File: src/rtl/iob_cache_req_pipe_pkg.sv
// Shared sizing helpers and default configuration for the iob_cache request pipe.
// Latency: n/a (compile-time constants and constant functions only).
// Backpressure: n/a.
package iob_cache_req_pipe_pkg;

    localparam int DEF_ADDR_W  = 32;
    localparam int DEF_DATA_W  = 32;
    localparam int DEF_DEPTH_W = 1;

    // Number of byte strobes for a given data width.
    function automatic int nbytes(input int data_w);
        return data_w / 8;
    endfunction

    // Word-address width: byte address with the intra-word offset bits dropped.
    function automatic int waddr_w(input int addr_w, input int data_w);
        return addr_w - $clog2(data_w / 8);
    endfunction

    // Width of one queued request, packed as {addr, wdata, wstrb}.
    function automatic int req_w(input int addr_w, input int data_w);
        return waddr_w(addr_w, data_w) + data_w + nbytes(data_w);
    endfunction

    // Bit offsets of each field inside a packed request entry.
    function automatic int strb_lsb();
        return 0;
    endfunction

    function automatic int wdata_lsb(input int data_w);
        return nbytes(data_w);
    endfunction

    function automatic int addr_lsb(input int data_w);
        return nbytes(data_w) + data_w;
    endfunction

endpackage

File: src/rtl/iob_cache_req_pipe_if.sv
// CPU-side request/response and cache-side native bus of the request pipe, bundled.
// Latency: n/a (wires only).
// Backpressure: req_ready towards the CPU, ready from the cache.
interface iob_cache_req_pipe_if
    import iob_cache_req_pipe_pkg::*;
#(
    parameter int ADDR_W = DEF_ADDR_W,
    parameter int DATA_W = DEF_DATA_W
);
    localparam int WADDR_W = waddr_w(ADDR_W, DATA_W);
    localparam int NBYTES  = nbytes(DATA_W);

    // CPU request channel
    logic               req_valid;
    logic               req_ready;
    logic [WADDR_W-1:0] req_addr;
    logic [DATA_W-1:0]  req_wdata;
    logic [NBYTES-1:0]  req_wstrb;

    // CPU completion channel
    logic               resp_valid;
    logic [DATA_W-1:0]  resp_rdata;
    logic               resp_we;
    logic               busy;

    // Cache native front-end
    logic               valid;
    logic [WADDR_W-1:0] addr;
    logic [DATA_W-1:0]  wdata;
    logic [NBYTES-1:0]  wstrb;
    logic [DATA_W-1:0]  rdata;
    logic               ready;

    // Environment view: CPU drives requests, cache drives rdata/ready.
    modport master (
        output req_valid, req_addr, req_wdata, req_wstrb, rdata, ready,
        input  req_ready, resp_valid, resp_rdata, resp_we, busy,
               valid, addr, wdata, wstrb
    );

    // Pipe view.
    modport slave (
        input  req_valid, req_addr, req_wdata, req_wstrb, rdata, ready,
        output req_ready, resp_valid, resp_rdata, resp_we, busy,
               valid, addr, wdata, wstrb
    );

endinterface

File: src/rtl/iob_cache_req_pipe_fifo.sv
// Register FIFO of 2**DEPTH_W entries with first-word fall-through head.
// Latency: pushed entry visible at dout_o the cycle after push when empty.
// Backpressure: full_o blocks push; push while full / pop while empty are ignored.
module iob_cache_req_fifo #(
    parameter int WIDTH   = 8,
    parameter int DEPTH_W = 1
) (
    input  logic             clk,
    input  logic             reset,
    input  logic             push_i,
    input  logic             pop_i,
    input  logic [WIDTH-1:0] din_i,
    output logic [WIDTH-1:0] dout_o,
    output logic             full_o,
    output logic             empty_o
);
    localparam int unsigned     DEPTH    = 1 << DEPTH_W;
    localparam logic [DEPTH_W:0] FULL_CNT = (DEPTH_W + 1)'(DEPTH);

    logic [WIDTH-1:0]   mem_q [DEPTH];
    logic [DEPTH_W-1:0] wr_ptr_q, wr_ptr_d;
    logic [DEPTH_W-1:0] rd_ptr_q, rd_ptr_d;
    logic [DEPTH_W:0]   count_q, count_d;
    logic               do_push, do_pop;

    assign full_o  = (count_q == FULL_CNT);
    assign empty_o = (count_q == '0);
    assign do_push = push_i & ~full_o;
    assign do_pop  = pop_i & ~empty_o;
    assign dout_o  = mem_q[rd_ptr_q];

    // Next pointers wrap naturally at DEPTH; count moves only on unbalanced push/pop.
    always_comb begin
        wr_ptr_d = wr_ptr_q;
        rd_ptr_d = rd_ptr_q;
        count_d  = count_q;
        if (do_push) wr_ptr_d = wr_ptr_q + DEPTH_W'(1);
        if (do_pop)  rd_ptr_d = rd_ptr_q + DEPTH_W'(1);
        case ({do_push, do_pop})
            2'b10:   count_d = count_q + (DEPTH_W + 1)'(1);
            2'b01:   count_d = count_q - (DEPTH_W + 1)'(1);
            default: count_d = count_q;
        endcase
    end

    // Pointer and occupancy state.
    always_ff @(posedge clk or posedge reset) begin
        if (reset) begin
            wr_ptr_q <= '0;
            rd_ptr_q <= '0;
            count_q  <= '0;
        end else begin
            wr_ptr_q <= wr_ptr_d;
            rd_ptr_q <= rd_ptr_d;
            count_q  <= count_d;
        end
    end

    // Entry storage; cleared on reset so the head never shows X towards the cache.
    always_ff @(posedge clk or posedge reset) begin
        if (reset) begin
            for (int i = 0; i < int'(DEPTH); i++) mem_q[i] <= '0;
        end else if (do_push) begin
            mem_q[wr_ptr_q] <= din_i;
        end
    end

endmodule

File: src/rtl/iob_cache_req_pipe.sv
// In-order CPU request buffer in front of iob_cache; returns completions in issue order.
// Latency: push->valid 1 cycle; completion same cycle as ready (+1 with IOB_CACHE_REQ_PIPE_RESP_REG_EN).
// Backpressure: req_ready = FIFO not full (registered state only, a same-cycle pop does not free a slot).
module iob_cache_req_pipe
    import iob_cache_req_pipe_pkg::*;
#(
    parameter int ADDR_W  = DEF_ADDR_W,
    parameter int DATA_W  = DEF_DATA_W,
    parameter int DEPTH_W = DEF_DEPTH_W
) (
    input  logic                 clk,
    input  logic                 reset,
    iob_cache_req_pipe_if.slave  bus
);
    localparam int WADDR_W   = waddr_w(ADDR_W, DATA_W);
    localparam int NBYTES    = nbytes(DATA_W);
    localparam int REQ_W     = req_w(ADDR_W, DATA_W);
    localparam int STRB_LSB  = strb_lsb();
    localparam int WDATA_LSB = wdata_lsb(DATA_W);
    localparam int ADDR_LSB  = addr_lsb(DATA_W);

    logic               push, pop;
    logic               fifo_full, fifo_empty;
    logic [REQ_W-1:0]   entry_in, head;
    logic [NBYTES-1:0]  head_wstrb;
    logic               head_we;

    // Cache sees only the FIFO head, so addr/wdata/wstrb cannot move until it pops.
    assign push       = bus.req_valid & ~fifo_full;
    assign pop        = ~fifo_empty & bus.ready;
    assign entry_in   = {bus.req_addr, bus.req_wdata, bus.req_wstrb};
    assign head_wstrb = head[STRB_LSB +: NBYTES];
    assign head_we    = |head_wstrb;

    assign bus.req_ready = ~fifo_full;
    assign bus.valid     = ~fifo_empty;
    assign bus.busy      = ~fifo_empty;
    assign bus.addr      = head[ADDR_LSB +: WADDR_W];
    assign bus.wdata     = head[WDATA_LSB +: DATA_W];
    assign bus.wstrb     = head_wstrb;

    iob_cache_req_fifo #(
        .WIDTH   (REQ_W),
        .DEPTH_W (DEPTH_W)
    ) u_fifo (
        .clk     (clk),
        .reset   (reset),
        .push_i  (push),
        .pop_i   (pop),
        .din_i   (entry_in),
        .dout_o  (head),
        .full_o  (fifo_full),
        .empty_o (fifo_empty)
    );

`ifdef IOB_CACHE_REQ_PIPE_RESP_REG_EN
    logic              resp_valid_q, resp_valid_d;
    logic [DATA_W-1:0] resp_rdata_q, resp_rdata_d;
    logic              resp_we_q, resp_we_d;

    // Capture the completion on the cache handshake; hold data between completions.
    always_comb begin
        resp_valid_d = pop;
        resp_rdata_d = resp_rdata_q;
        resp_we_d    = resp_we_q;
        if (pop) begin
            resp_rdata_d = bus.rdata;
            resp_we_d    = head_we;
        end
    end

    // Response register: completion reaches the CPU one cycle after ready.
    always_ff @(posedge clk or posedge reset) begin
        if (reset) begin
            resp_valid_q <= 1'b0;
            resp_rdata_q <= '0;
            resp_we_q    <= 1'b0;
        end else begin
            resp_valid_q <= resp_valid_d;
            resp_rdata_q <= resp_rdata_d;
            resp_we_q    <= resp_we_d;
        end
    end

    assign bus.resp_valid = resp_valid_q;
    assign bus.resp_rdata = resp_rdata_q;
    assign bus.resp_we    = resp_we_q;
`else
    // Zero-latency completion; resp_we is qualified so it stays low outside a completion.
    assign bus.resp_valid = pop;
    assign bus.resp_rdata = bus.rdata;
    assign bus.resp_we    = pop & head_we;
`endif

endmodule

File: src/flat_wrapper.sv
// flat-port wrapper written by rule: the top's interface ports become plain ports
module iob_cache_req_pipe_flat import iob_cache_req_pipe_pkg::*;
#(
    parameter int ADDR_W  = DEF_ADDR_W,
    parameter int DATA_W  = DEF_DATA_W,
    parameter int DEPTH_W = DEF_DEPTH_W
)
  (clk, reset, bus_req_valid, bus_req_addr, bus_req_wdata, bus_req_wstrb, bus_rdata, bus_ready, bus_req_ready, bus_resp_valid, bus_resp_rdata, bus_resp_we, bus_busy, bus_valid, bus_addr, bus_wdata, bus_wstrb);
  iob_cache_req_pipe_if #(.ADDR_W(ADDR_W), .DATA_W(DATA_W)) bus_i ();
  input  logic clk;
  input  logic reset;
  input wire logic [$bits(bus_i.req_valid)-1:0] bus_req_valid;
  input wire logic [$bits(bus_i.req_addr)-1:0] bus_req_addr;
  input wire logic [$bits(bus_i.req_wdata)-1:0] bus_req_wdata;
  input wire logic [$bits(bus_i.req_wstrb)-1:0] bus_req_wstrb;
  input wire logic [$bits(bus_i.rdata)-1:0] bus_rdata;
  input wire logic [$bits(bus_i.ready)-1:0] bus_ready;
  output wire logic [$bits(bus_i.req_ready)-1:0] bus_req_ready;
  output wire logic [$bits(bus_i.resp_valid)-1:0] bus_resp_valid;
  output wire logic [$bits(bus_i.resp_rdata)-1:0] bus_resp_rdata;
  output wire logic [$bits(bus_i.resp_we)-1:0] bus_resp_we;
  output wire logic [$bits(bus_i.busy)-1:0] bus_busy;
  output wire logic [$bits(bus_i.valid)-1:0] bus_valid;
  output wire logic [$bits(bus_i.addr)-1:0] bus_addr;
  output wire logic [$bits(bus_i.wdata)-1:0] bus_wdata;
  output wire logic [$bits(bus_i.wstrb)-1:0] bus_wstrb;
  assign bus_i.req_valid = bus_req_valid;
  assign bus_i.req_addr = bus_req_addr;
  assign bus_i.req_wdata = bus_req_wdata;
  assign bus_i.req_wstrb = bus_req_wstrb;
  assign bus_i.rdata = bus_rdata;
  assign bus_i.ready = bus_ready;
  assign bus_req_ready = bus_i.req_ready;
  assign bus_resp_valid = bus_i.resp_valid;
  assign bus_resp_rdata = bus_i.resp_rdata;
  assign bus_resp_we = bus_i.resp_we;
  assign bus_busy = bus_i.busy;
  assign bus_valid = bus_i.valid;
  assign bus_addr = bus_i.addr;
  assign bus_wdata = bus_i.wdata;
  assign bus_wstrb = bus_i.wstrb;
  iob_cache_req_pipe #(.ADDR_W(ADDR_W), .DATA_W(DATA_W), .DEPTH_W(DEPTH_W)) u_core (.clk(clk), .reset(reset), .bus(bus_i));
endmodule
File: config.mk
export PLATFORM = sky130hd
export DESIGN_NAME = iob_cache_req_pipe_flat
export DESIGN_NICKNAME = d
export VERILOG_FILES = /design/src/rtl/iob_cache_req_pipe_pkg.sv /design/src/rtl/iob_cache_req_pipe_if.sv /design/src/rtl/iob_cache_req_pipe_fifo.sv /design/src/rtl/iob_cache_req_pipe.sv /design/src/flat_wrapper.sv
export SDC_FILE = /design/constraint.sdc
export NUM_CORES = 1
export LEC_CHECK = 0
export ABC_AREA = 1
export BUFFER_PORTS_ARGS = -buffer_cell sky130_fd_sc_hd__buf_4
export CORE_ASPECT_RATIO = 2
export CORE_UTILIZATION = 51
export CTS_CLUSTER_SIZE = 24
export DETAILED_ROUTE_END_ITERATION = 7
export PLACE_DENSITY = 0.8
export REMOVE_ABC_BUFFERS = 1
export SYNTH_ARGS = -nofsm -noshare
export SYNTH_HDL_FRONTEND = slang
export SYNTH_SLANG_ARGS = --single-unit
export TNS_END_PERCENT = 50
File: constraint.sdc
create_clock -name clk -period 5.5 [get_ports clk]
set_input_delay 0.275 -clock clk [delete_from_list [all_inputs] [get_ports clk]]
set_output_delay 0.275 -clock clk [all_outputs]
set_load 0.02 [all_outputs]
== After elaboration in Yosys (flattened, before gate mapping) ==
Cells that the tools add are included.

* Add/subtract/negate cells: 4
* Multipliers: 0
* Divide/modulo/power cells: 0
* Magnitude comparators: 3
* Equal/unequal tests: 3
* Shifts and indexed selects: 0
* Mux-type cells: 7
* Bitwise operators: 9
* Reduce and logical (&&, ||, !) cells: 4

{| class="wikitable"
|+ Operators by type and width
! cell !! number
|-
| 66-bit two-way mux || 4
|-
| 132-bit bitwise mux || 1
|-
| 66-bit demux with 1-bit select || 1
|-
| 1-bit bitwise AND || 5
|-
| 2-bit equality test (second input constant) || 2
|-
| 2-bit >= comparator (second input constant) || 2
|-
| 1-bit inverter with 2-bit output || 2
|-
| 2-bit one-hot mux with 2 select lines || 1
|-
| 4-bit OR reduction || 1
|-
| 1-bit adder (second input constant) || 2
|-
| 2-bit by 1-bit adder with 2-bit output (second input constant) || 1
|-
| 2-bit by 1-bit equality test with 1-bit output (second input constant) || 1
|-
| 2-bit zero test || 1
|-
| 2-bit by 1-bit less-than comparator with 1-bit output (second input constant) || 1
|-
| 1-bit inverter || 2
|-
| 2-bit nonzero test || 1
|-
| 2-bit by 1-bit subtractor with 2-bit output (second input constant) || 1
|-
| 1-bit logical AND || 1
|}

* Register bits after elaboration: 136
* Bits in latches: 0
* Memory bits (writable): 0
* Bits in read-only memories: 0
* Bits of input ports: 102
* Output and inout bits: 103
* Word-level logic and storage cells: 35
* Memories kept: 0

== Longest topological paths before layout ==
* Depth after elaboration: 6
* Depth in mapped cells: 9
* Gate-level depth less buffers: 9

== Hierarchy ==
Synthesis repeated with hierarchy kept, for this count alone.

* Cell total of the unflattened synthesis: 874
* Area, all modules: 6,775.2 um2

{| class="wikitable"
|+ Modules (own cells, without submodules)
! module !! times used !! cells an instance !! area each (um2)
|-
| iob_cache_req_fifo || 1 || 832 || 6,486.2
|-
| iob_cache_req_pipe || 1 || 42 || 289.0
|}

== Worst setup path before layout ==
No wires, ideal clock.

* Path kind: register to register
* Start: register u_core.u_fifo.count_q[0]
* End: register u_core.u_fifo.count_q[1]
* Library setup time: 0.123 ns
* Arrival time: 1.522 ns
* Path slack: 3.856 ns
* Stages on the path, launching flop included: 9
* Path through: dfrtp_1 inv_2 nand2_1 nand2_1 inv_1 ha_1 inv_1 nand3_1 xor2_1

* Cells in the longest elaborated chain, start to end: 6
* Elaborated cells between the ends (all ways): 14
* Classes of those cells: add/sub: 2; eq/ne: 3; mux: 1; bitwise: 6; reduce/logical: 2

{| class="wikitable"
|+ Ends and longest elaborated chain
! item !! RTL line !! RTL
|-
| start, declared || iob_cache_req_pipe_fifo.sv:23 || <nowiki>logic [DEPTH_W:0] count_q, count_d;</nowiki>
|-
| start signal, assigned || iob_cache_req_pipe_fifo.sv:55 || <nowiki>count_q <= count_d;</nowiki>
|-
| 2-bit zero test * || iob_cache_req_pipe_fifo.sv:27 || <nowiki>assign empty_o = (count_q == '0);</nowiki>
|-
| 1-bit inverter * || - ||
|-
| net bus_busy || flat_wrapper.sv:22 || <nowiki>output wire logic [$bits(bus_i.busy)-1:0] bus_busy;</nowiki>
|-
| 1-bit bitwise AND * || iob_cache_req_pipe.sv:30 || <nowiki>assign pop = ~fifo_empty & bus.ready;</nowiki>
|-
| net bus_resp_valid || flat_wrapper.sv:19 || <nowiki>output wire logic [$bits(bus_i.resp_valid)-1:0] bus_resp_valid;</nowiki>
|-
| 1-bit bitwise AND * || iob_cache_req_pipe_fifo.sv:29 || <nowiki>assign do_pop = pop_i & ~empty_o;</nowiki>
|-
| 2-bit by 1-bit equality test with 1-bit output / 2-bit equality test (equally long branches) || iob_cache_req_pipe_fifo.sv:39 || <nowiki>case ({do_push, do_pop})</nowiki>
|-
| 2-bit one-hot mux with 2 select lines / 2-bit nonzero test (equally long branches) || - ||
|}

Mark *: on every way through the listed nets, which the timed path passes. The rest lies on a longest branch.
A chain may end at the register's enable or synchronous reset.

== Worst setup path in the final report ==
* Start: register u_core.u_fifo.rd_ptr_q
* End: output bus_resp_we

* Cells in the longest elaborated chain, start to end: 6

{| class="wikitable"
|+ Ends and longest elaborated chain
! item !! RTL line !! RTL
|-
| start, declared || iob_cache_req_pipe_fifo.sv:22 || <nowiki>logic [DEPTH_W-1:0] rd_ptr_q, rd_ptr_d;</nowiki>
|-
| start signal, assigned || iob_cache_req_pipe_fifo.sv:54 || <nowiki>rd_ptr_q <= rd_ptr_d;</nowiki>
|-
| 1-bit inverter with 2-bit output (not written as such) || iob_cache_req_pipe_fifo.sv:30 || <nowiki>assign dout_o = mem_q[rd_ptr_q];</nowiki>
|-
| 66-bit two-way mux (not written as such) (3 in series) || iob_cache_req_pipe_fifo.sv:30 ||
|-
| 4-bit OR reduction || iob_cache_req_pipe.sv:33 || <nowiki>assign head_we = |head_wstrb;</nowiki>
|-
| 1-bit bitwise AND || iob_cache_req_pipe.sv:92 || <nowiki>assign bus.resp_we = pop & head_we;</nowiki>
|-
| end, declared || flat_wrapper.sv:21 || <nowiki>output wire logic [$bits(bus_i.resp_we)-1:0] bus_resp_we;</nowiki>
|}

Every way passes these cells. The select of a mux whose other input is x is not followed.

==> summary.txt <==
Logic synthesis
  – Post-Syn Area: approximately 6400 um^2
  – Post-synth cell types: 21
  – Top cells by area, synth: dfrtp_1 53%, nand2_1 20%, inv_1 4.9%
  – Post-synth top area cell: dfrtp_1
  – Yosys warning count: 0
  – Share of the synthesized area in the top cell type: 0.532
  – Cells after Synth: 777
  – Flops & latches, synth: 136
  – Share of the yosys chip area belonging to registers: 0.532
  – Syn avg cell area: between 8 and 9 um^2

Clock tree
  – Total clock buffers created by CTS: 17
  – Clock transition at the registers of the reported paths: around 0.06 ns
  – Post-cts sizing count: 0
  – Root buffer cell: clkbuf_16
  – CTS sink cnt: between 100 and 150
  – Worst skew pair latency: slightly above 0.4 ns
  – H-tree Lvls: 4
  – Clk buf depth: 2
  – CTS tree: done

Route
  – Total wire length: approximately 15,000 um
  – Wirelength per Cell: 14.3 um
  – Drt initial violations: 390
  – # DRC: 0
  – First-pass DRT Iterations: 5
  – Via density: 4.99
  – Routed Antenna Nets: 0
  – Via count: around 5,000

STA
  – Final Cycle Share: 0.447
  – RSZ-0062 raised after global routing: false
  – Hold slack: 0.130 ns
  – Final Critical Period: 2.46 ns
  – Total negative setup slack: 0 ns
  – Slew margin rel.: 0.387
  – Clk_skew: approximately 0.010 ns
  – Final number of setup-violating endpoints: 0
  – Final Hold Viols: 0
  – Slew @ Worst Pin: 0.920 ns
  – Fmax: between 400 and 500 MHz
  – Max Slew Vio Count: 0

Critical path
  – Worst Reg-to-Reg Cells: 6
  – CP Max Fanout: 45
  – Crit path max-delay family: buffers and inverters
  – Max stage delay on crit path: ~0.52 ns
  – Worst Path Required: 5.22 ns
  – Worst path cell trace: inv_2 -> buf_4 -> nand2_1 -> nand2_1 -> nand2_1 -> nor2_1 -> nor2_1 -> buf_4
  – WP data arrival: 2.18 ns
  – Critical path's slowest cell: buf_4
  – Most common cell on crit path: nand2_1
  – Critical path class: reg -> out
  – CP Capture Type: output pin
  – Startpoint types: register
  – WP depth: 8
  – Buffers plus inverters on the worst setup path: 3

GRT
  – First-pass GRT wire length: roughly 24,000 um
  – Gr ovfl total: 0
  – M3 GR Usage: 0.0858
  – Vias in the first global route: ~4,900
  – Gr usage total: 0.243
  – Met2 Resource Use GR: 0.371
  – Initial antenna violation count: 0
  – GRT met1 Usage: 0.296
  – Gr busiest metal: met2
  – Largest net degree at the start of global routing: between 70 and 80

Pwr
  – Leak pwr: between 0.004 and 0.005 uW
  – VDD IR max: roughly 0.46 mV
  – Pwr dens: just under 700 nW/um^2
  – Tot Pwr: roughly 5400 uW

Layout
  – Layout area overhead: 22.4%
  – Commonest non-fill, non-tap cells in the layout: 339 x nand2_1, 145 x buf_4, 135 x dfrtp_1
  – # diodes: 0
  – Most common cell after layout, fill and taps aside: nand2_1
  – Ratio of cells with drive above 1 in the final layout: 0.238
  – Fin area: about 7800 um^2
  – Final #Nets: just under 1,000
  – Fin util: 0.642

Hold path
  – Hold WC Path Type: in -> reg
  – Hold depth: 3

Placed design
  – Global placer's final weighted congestion: between 0.7 and 0.8
  – Placed Area: between 7000 and 8000 um^2
  – Number of port buffers: 140
  – Post-DP HPWL: 9590 um

Die
  – Full die area: around 13,000 um^2
  – Effective utilization at floorplan: 0.524
  – Chip width: roughly 81 um
  – Die Ht: between 150 and 200 um
  – Ports: just over 200
  – # rows: 57
  – Core ar.: around 12,000 um^2

Status
  – Status: complete, no violations

Run
  – Max Cap Viol: 0
==> cell families (layout without fill, tap and decap cells) <==
family	after synthesis	count (layout)	share of synthesized area
and+or+nand+nor	345	345	0.209
buffers and inverters	160	262	0.134
DFF	136	136	0.532
AOI/OAI and AO/OA	132	132	0.119
xor gates and xnor gates	3	3	0.00411
adders and majority gates	1	1	0.00196
==> area by class of cell <==
cell class / instances / area, um^2
inverter: 85 / 324
clock buffer: 20 / 467
tap: 147 / 184
fill: 1024 / 4370
multi-input combinational: 481 / 2130
sequential: 136 / 3400
timing repair buffer: 146 / 1100
clock inverter: 11 / 218
==> stage by stage <==
| step | setup WS (ns) | std cells |
|---|---|---|
| after global routing | 2.89 | 1026 |
| after detailed placement | 3.37 | 994 |
| after CTS | 2.99 | 1026 |
| after floorplan | 1.59 | 702 |
| final | 3.04 | 1026 |
| after global placement | 3.41 | 994 |
==> worst paths after layout <==
kind	slack, ns	endpoint	startpoint
worst max-delay path	3.04	bus_resp_we	u_core.u_fifo.rd_ptr_q
worst min-delay path	0.13	u_core.u_fifo.mem_q[75]	bus_req_wdata[5]
worst max register to register	3.32	u_core.u_fifo.mem_q[84]	u_core.u_fifo.count_q[0]
worst min register to register	0.48	u_core.u_fifo.mem_q[31]	u_core.u_fifo.mem_q[31]
max in group asynchronous	3.63	u_core.u_fifo.rd_ptr_q	reset
min in group asynchronous	0.48	u_core.u_fifo.mem_q[27]	reset
==> where the power goes <==
part           total [uW]  switching [uW]  internal [uW]
combinational        2400            1490            905
sequential           1730             250           1480
clock                1310             419            886
total                5430            2160           3270
==> cells in the mapped netlist <==
cell / count
buf_1: 10
buf_2: 4
xor2_1: 2
inv_2: 1
o21ai_0: 45
clkbuf_1: 10
nand2_4: 1
nor2_1: 2
buf_6: 17
nand3b_4: 1
clkbuf_2: 1
nand2_1: 339
ha_1: 1
o21ai_2: 26
nand3_4: 1
buf_4: 33
xnor2_1: 1
o21ai_1: 61
nand3_1: 1
dfrtp_1: 136
inv_1: 84
==> flip-flops by register name (all words and copies together), names as in the netlist <==
signal / count
u_core.u_fifo.count_q: 2
u_core.u_fifo.mem_q: 132
u_core.u_fifo.rd_ptr_q: 1
u_core.u_fifo.wr_ptr_q: 1
==> tightest hold or removal path, cell delays in order <==
cell	delay, ns
buf_4	0.07
inv_1	0.04
o21ai_2	0.11
==> layer usage <==
layer / vias up / part of all wire
li1: 2520 / -
met1: 2384 / 0.40
met3: 24 / 0.076
met2: 186 / 0.49
met4: 2 / 0.028
met5: - / 0.0035
==> timing repair <==
| action | in CTS | in global routing |
|---|---|---|
| hold endpoints to repair | 62 | 0 |
| buffers inserted | 0 | 0 |
| hold buffers | 1 | 0 |
Power figures use the tool's default switching activity.
